==> src/rtl/instr_mem_loadable.sv <==
// instr_mem_loadable: boot-loadable instruction memory with registered, fault-checked fetches.
module instr_mem_loadable #(
    parameter int                DATA_W    = 32,
    parameter int                ADDR_W    = 32,
    parameter int                DEPTH     = 16,
    parameter logic [ADDR_W-1:0] BASE_ADDR = 32'h00400000
) (
    input  logic                       clk,
    input  logic                       rst,
    input  logic                       ReadMem,
    input  logic [ADDR_W-1:0]          Dir_Instru,
    output logic [DATA_W-1:0]          Dato_Instru,
    output logic                       instr_valid,
    output logic                       instr_fault,
    input  logic                       load_we,
    input  logic [DATA_W-1:0]          load_data,
    input  logic                       load_done,
    output logic [$clog2(DEPTH+1)-1:0] load_count,
    output logic                       load_full,
    output logic                       running
);
    localparam int BYTES = DATA_W / 8;
    localparam int CW    = $clog2(DEPTH + 1);
    localparam int IW    = $clog2(DEPTH);

    typedef enum logic {LOAD, RUN} state_t;

    state_t              state_q, state_d;
    logic [CW-1:0]       load_count_q, load_count_d;
    logic [DATA_W-1:0]   data_q, data_d;
    logic                valid_q, valid_d, fault_q, fault_d;
    logic [DATA_W-1:0]   mem [DEPTH];
    logic [ADDR_W-1:0]   off, idx;
    logic                wr, fetch, hit;

    always_comb begin
        off          = Dir_Instru - BASE_ADDR;
        idx          = off / ADDR_W'(BYTES);
        // the >= BASE_ADDR term stops addresses below base from wrapping into range
        hit          = off % ADDR_W'(BYTES) == '0 && Dir_Instru >= BASE_ADDR &&
                       idx < ADDR_W'(DEPTH) && idx < ADDR_W'(load_count_q);
        wr           = state_q == LOAD && load_we && !load_full;
        fetch        = state_q == RUN && !ReadMem;
        load_count_d = load_count_q + CW'(wr);
        state_d      = (state_q == LOAD && load_done) ? RUN : state_q;
        valid_d      = fetch;
        fault_d      = fetch && !hit;
        data_d       = (fetch && hit) ? mem[idx[IW-1:0]] : '0;
    end

    always_ff @(posedge clk or posedge rst) begin
        if (rst) begin
            state_q      <= LOAD;
            load_count_q <= '0;
            data_q       <= '0;
            valid_q      <= 1'b0;
            fault_q      <= 1'b0;
        end else begin
            state_q      <= state_d;
            load_count_q <= load_count_d;
            data_q       <= data_d;
            valid_q      <= valid_d;
            fault_q      <= fault_d;
        end
    end

    // contents survive reset; they become unreachable because the count clears
    always_ff @(posedge clk) begin
        if (wr) mem[load_count_q[IW-1:0]] <= load_data;
    end

    assign Dato_Instru = data_q;
    assign instr_valid = valid_q;
    assign instr_fault = fault_q;
    assign load_count  = load_count_q;
    assign load_full   = load_count_q == CW'(DEPTH);
    assign running     = state_q == RUN;
endmodule

==> config.mk <==
export PLATFORM = sky130hd
export DESIGN_NAME = instr_mem_loadable
export DESIGN_NICKNAME = d
export VERILOG_FILES = /design/src/rtl/instr_mem_loadable.sv
export SDC_FILE = /design/constraint.sdc
export NUM_CORES = 1
export LEC_CHECK = 0
export CAP_MARGIN = 25
export CELL_PAD_IN_SITES_DETAIL_PLACEMENT = 1
export CELL_PAD_IN_SITES_GLOBAL_PLACEMENT = 1
export CORE_MARGIN = 3
export CORE_UTILIZATION = 53
export DETAILED_ROUTE_END_ITERATION = 16
export HOLD_SLACK_MARGIN = 0.02
export PLACE_DENSITY_LB_ADDON = 0.1
export SYNTH_ARGS = -nofsm -noshare
export SYNTH_HDL_FRONTEND = slang
export SYNTH_SLANG_ARGS = --single-unit
==> constraint.sdc <==
create_clock -name clk -period 4.7 [get_ports clk]
set_input_delay 0.47 -clock clk [delete_from_list [all_inputs] [get_ports clk]]
set_output_delay 0.47 -clock clk [all_outputs]
set_load 0.02 [all_outputs]
==> results of run 1 <==
[logic make-up after synthesis]
logic type,after synthesis
multiplexers,128
AND/OR/NAND/NOR,50
adder cells (fa/ha/maj),6
AO/OA/AOI/OAI,99
XOR/XNOR,3
buffers and inverters,59
flip-flops,552
[area by class of cell]
| cell class | count | area (sq um) |
|---|---|---|
| Sequential cell | 552 | 16380 |
| Fill cell | 3029 | 13820 |
| Multi-Input combinational cell | 286 | 4140 |
| Clock buffer | 82 | 1567 |
| Timing Repair Buffer | 136 | 1378 |
| Tap cell | 511 | 639.4 |
| Clock inverter | 19 | 162.7 |
| Inverter | 7 | 26.28 |
[worst max-delay path, stage by stage, from the launching register on]
cell             delay, ns
dfrtp_1               0.46
nor2_1                0.19
nand2_1               0.08
nor3_1                0.42
clkdlybuf4s50_1       0.71
[registers in the layout, indices dropped and copies added (netlist names)]
register     flops
load_count       5
running          1
mem            512
instr_valid      1
instr_fault      1
Dato_Instru     32
[layout by cell type, fill, tap and decap left out, types with 6 or more instances in the layout]
cell type        synthesis  final
a211oi_1                32     32
a22oi_1                 64     64
buf_4                    1     22
clkbuf_1                23     17
clkbuf_16                0     54
clkbuf_8                 0     12
clkdlybuf4s50_1          0    107
clkinv_2                 0     10
dfrtp_1                 40     40
edfxtp_1               512    512
ha_1                     6      6
inv_1                    7      6
mux4_2                 128    128
nor2_4                   0     13
[final timing paths]
kind                       cells past startpoint  slack, ns           from         endpoint
max                                            4       1.78  load_count[0]        load_full
min                                            3       0.40            rst    load_count[0]
max reg2reg                                    5       1.94        running       mem[6][27]
min reg2reg                                    1       0.56        running          running
max in group asynchronous                      3       3.82            rst  Dato_Instru[12]
min in group clk                               2       0.46      load_done          running
[layer usage]
layer | GRT usage (%) | share of wire [%]
met2 | 37.27 | 50
met4 | 5.113 | 1.4
met3 | 4.405 | 6.8
met1 | 33.77 | 42
met5 | 0 | 0
[cells in the mapped netlist (6+ instances only)]
cell	instances	share of area, %
buf_6	13	0.71
a22oi_1	64	2.3
edfxtp_1	512	74
inv_1	7	0.13
dfrtp_1	40	4.8
buf_2	15	0.36
nor2_1	16	0.29
nor4_1	6	0.18
mux4_2	128	14
ha_1	6	0.36
clkbuf_1	23	0.42
a211oi_1	32	1.2
[power groups by stage]
stage / Sequential, W / Clock (W) / Combinational, W
finish: 0.00538 / 0.00417 / 0.000414
detailed placement: 0.00548 / 0 / 0.000419
CTS: 0.00538 / 0.00426 / 0.000421
floorplan: 0.00548 / 0 / 0.000219
global placement: 0.00548 / 0 / 0.000410
global route: 0.00538 / 0.00448 / 0.000448
[metrics by stage]
stage,power (W),instances
floorplan,0.005703,897
global placement,0.005892,1488
detailed placement,0.005900,1492
CTS,0.01006,1593
global route,0.01030,1593
finish,0.009966,1593
==> run metrics, run 1 <==
CTS sink count 552; Port Buffers 109; GPL Wtd Cong 0.7324; Initial DRC Count 848; site row count 71; Sw Share 20.12%; setup bufs post-CTS 0; WL final 46.81 mm; Post-Synth Simple-Gate Area 1.263%; Final period util 62.06%; fin nets 1112; XOR/XNOR share of the synthesized area 0.1269%; final hold vios 0; synthesized area 20700 sq um; worst endpoint data arrival time 2.45 ns; logic gate share of total power 4.1%; GRT Util Overall 23.12%; fmax 0.3428 GHz; Yosys reg bits 552; Clock Skews 0.01274 ns; Max clock buf depth 3; main combinational cell family by area after synthesis multiplexers; clock slew at reported path FFs 0.05 ns; post-route DRC violation count 0; CP Launch Type flop; Mapped Cells 897; Post-CTS Resized 0; unrepaired setup endpoints after global routing no; Yosys cell types 29; setup_tns 0 ns; hold crit path type input pin to asynchronous set/reset pin; mux share of post-synthesis cell area 13.92%; Avg Cell Area, Syn 23.08 sq um; H-tree depth 2; initial antenna violation count 0; Area Overhead vs Synth 17.32%; Overflow after GRT 0; Place WS 1.395 ns; Compound-Gate Fraction of Synth Area 3.572%; Root Driver clkbuf_16; syn nets 972; Setup CP Type flop to output pin; Async S/R FF share, synth 7.246%; initial core utilization 54.32%; WL/cell 29.38 um; Most used DFF post-synth edfxtp_1; vias 9928; post-layout util 63.73%; VDD IR max 298.1 uV; maximum number of pins on one net before global-route repair 129; clock latency on the worst-skew pair 0.59 ns; core area 38110 sq um; hold slack 0.4036 ns; CTS tree yes; leakage power figure 7.681 nW; Critical Path Sink Type output pin; synth warn 0; setup violators final 0; Via-to-Cell Ratio 6.232; finished layout cell area 24290 sq um; first-pass GRT wire length 70.47 mm; worst path required time 4.23 ns; EDFF count, synth 512; DP Wirelength 27.55 mm; router iterations before antenna repair 5; Final ANT Viol Nets 0; Slew headroom 29.97%; Die Y 203.6 um; number of max-cap violations 0; I/O pins 110; Flop pwr share 54.0%; min Tclk post-route 2.917 ns; DP Area 22560 sq um; Diodes inserted 0; Pins Over Slew Limit 0; Worst-Margin Slew 1.051 ns; internal power 0.007960 W; CP Max Fanout 7; area share of fa/ha/maj cells after synthesis 0.3626%; die footprint 41470 sq um; CTS buffer count 54; status finished, final reports clean; Clock Power Share 41.9%; Net Sw Power 0.002005 W; Die Wd 203.6 um; vias in the first global route 10712; final worst slack 1.783 ns; PwrDens 410.3 nW/um^2; post-synthesis sequential area ratio 79.10%; layout cells sized above 1 24.31%; cts hold-fix bufs 0
Power figures use the tool's default switching activity.
==> run 2, diff against run 1 <==
==> constraint.sdc (replaced) <==
create_clock -name clk -period 3 [get_ports clk]
set_input_delay 0.3 -clock clk [delete_from_list [all_inputs] [get_ports clk]]
set_output_delay 0.3 -clock clk [all_outputs]
set_load 0.02 [all_outputs]
==> run 2 against run 1 <==
Clock power is 60% higher. Sequential power is 57% higher. Register-to-register slack worse by 1.2 ns. Critical path depth stayed put. Setup slack worse by 1.5 ns. Clock skew is 0.0020 ns higher. Routed wire length is 0.79% higher. Die area stayed put. Count of clock-buffer cells in the layout is 3 higher. Sequential cell count stayed put.
==> run metrics, run 2 (synthesized netlist as in run 1, its figures left out) <==
GRT Util Overall 23.44%; hold crit path type input pin to flop; Final ANT Viol Nets 0; fmax 0.3748 GHz; Via-to-Cell Ratio 6.159; CP cell instances nor2_1, nand2_1, nor3_1, clkdlybuf4s50_1; Reg2Reg Depth 7; status finished, final reports clean; router iterations before antenna repair 5; Root Driver clkbuf_16; first-pass GRT wire length 71.21 mm; Initial DRC Count 917; Setup CP Type flop to output pin; I/O pins 110; worst reg2reg path startpoint load_count[4]; clock slew at reported path FFs 0.06 ns; Worst Min Path Start load_done; Pins Over Slew Limit 0; Area Overhead vs Synth 18.69%; final hold vios 0; Diodes inserted 0; CTS tree yes; Worst-Margin Slew 0.8350 ns; hold slack 0.2909 ns; worst endpoint data arrival time 2.37 ns; Die Wd 203.6 um; core area 38110 sq um; WL/cell 29.47 um; CTS sink count 552; leakage power figure 7.762 nW; min Tclk post-route 2.668 ns; Die Y 203.6 um; Min-Delay Path Depth 2; Critical Path Sink Type output pin; maximum number of pins on one net before global-route repair 129; CP Max Fanout 7; CTS buffer count 53; number of flip-flops in the largest register 512; Post-CTS Resized 0; site row count 71; post-route DRC violation count 0; worst path required time 2.70 ns; VDD IR max 472.1 uV; Port Buffers 109; setup bufs post-CTS 0; Max clock buf depth 3; initial core utilization 54.32%; largest stage delay on the critical path 0.70 ns; slowest cell on the critical path clkdlybuf4s50_1; number of max-cap violations 0; die footprint 41470 sq um; vias 9860; PwrDens 641.7 nW/um^2; GPL Wtd Cong 0.7159; Clock Skews 0.01475 ns; Slew headroom 44.33%; CP Launch Type flop; setup violators final 0; Final period util 88.94%; unrepaired setup endpoints after global routing no; layout cells sized above 1 24.50%; final worst slack 0.3319 ns; H-tree depth 2; initial antenna violation count 0; cts hold-fix bufs 1; fin nets 1120; setup_tns 0 ns; most common cell after layout, fill and taps aside edfxtp_1; Overflow after GRT 0; Place WS 0.3827 ns; vias in the first global route 10898; critical path startpoint load_count[0]; clock latency on the worst-skew pair 0.59 ns; WL final 47.18 mm; commonest non-fill, non-tap cells in the layout edfxtp_1, mux4_2, clkdlybuf4s50_1; DP Wirelength 25.49 mm
-- run 2: changes by cell type in the layout (fill, tap and decap cells not counted), sizes merged --
cell | previous run | this run
buf | 28 | 36
clkinv | 14 | 9
clkbuf | 83 | 86
bufinv | 2 | 4
clkinvlp | 1 | 0
dlygate4sd3 | 0 | 1
-- run 2: stage by stage --
step | instance area (sq um) | power [W] | std cells | utilization [%]
global route | 24570 | 0.01626 | 1601 | 64.47
global placement | 22800 | 0.009226 | 1500 | 59.83
floorplan | 20730 | 0.008935 | 897 | -
CTS | 24570 | 0.01591 | 1601 | 64.47
finish | 24570 | 0.01577 | 1601 | 64.47
detailed placement | 22800 | 0.009243 | 1500 | 59.83
-- run 2: worst max-delay path, delay by kind of cell, from the launching register on --
kind          cells  cell delay, ns
flops             1            0.47
buf+inv           1            0.70
simple gates      3            0.60
-- run 2: worst paths after layout --
path / end / slack [ns]
setup / recovery: load_full / 0.33
hold / removal: running / 0.29
setup reg to reg: Dato_Instru[5] / 0.70
hold reg to reg: running / 0.56
max in group asynchronous: Dato_Instru[8] / 1.80
min in group asynchronous: load_count[1] / 0.57
-- run 2: power by group --
part	internal, W	switching (W)
combinational	0.000294	0.000361
clock	0.00394	0.00274
sequential	0.00841	0.0000104
-- run 2: per-layer routing --
| layer | up-vias | track usage [%] | wire [um] |
|---|---|---|---|
| met4 | 0 | 6.072 | 923 |
| met5 | - | 0 | 0 |
| met1 | 5299 | 33.23 | 19810 |
| met2 | 364 | 38.94 | 23460 |
| li1 | 4136 | - | - |
| met3 | 61 | 3.719 | 2981 |
-- run 2: area by class of cell --
cell class | instances | area [sq um]
flip-flops and latches | 552 | 16380
fillers | 3011 | 13540
multi-input cells | 286 | 4168
repair buffers | 145 | 1603
clock buffers | 85 | 1579
well taps | 511 | 639.4
clock inverters | 15 | 180.2
inverters | 7 | 26.28
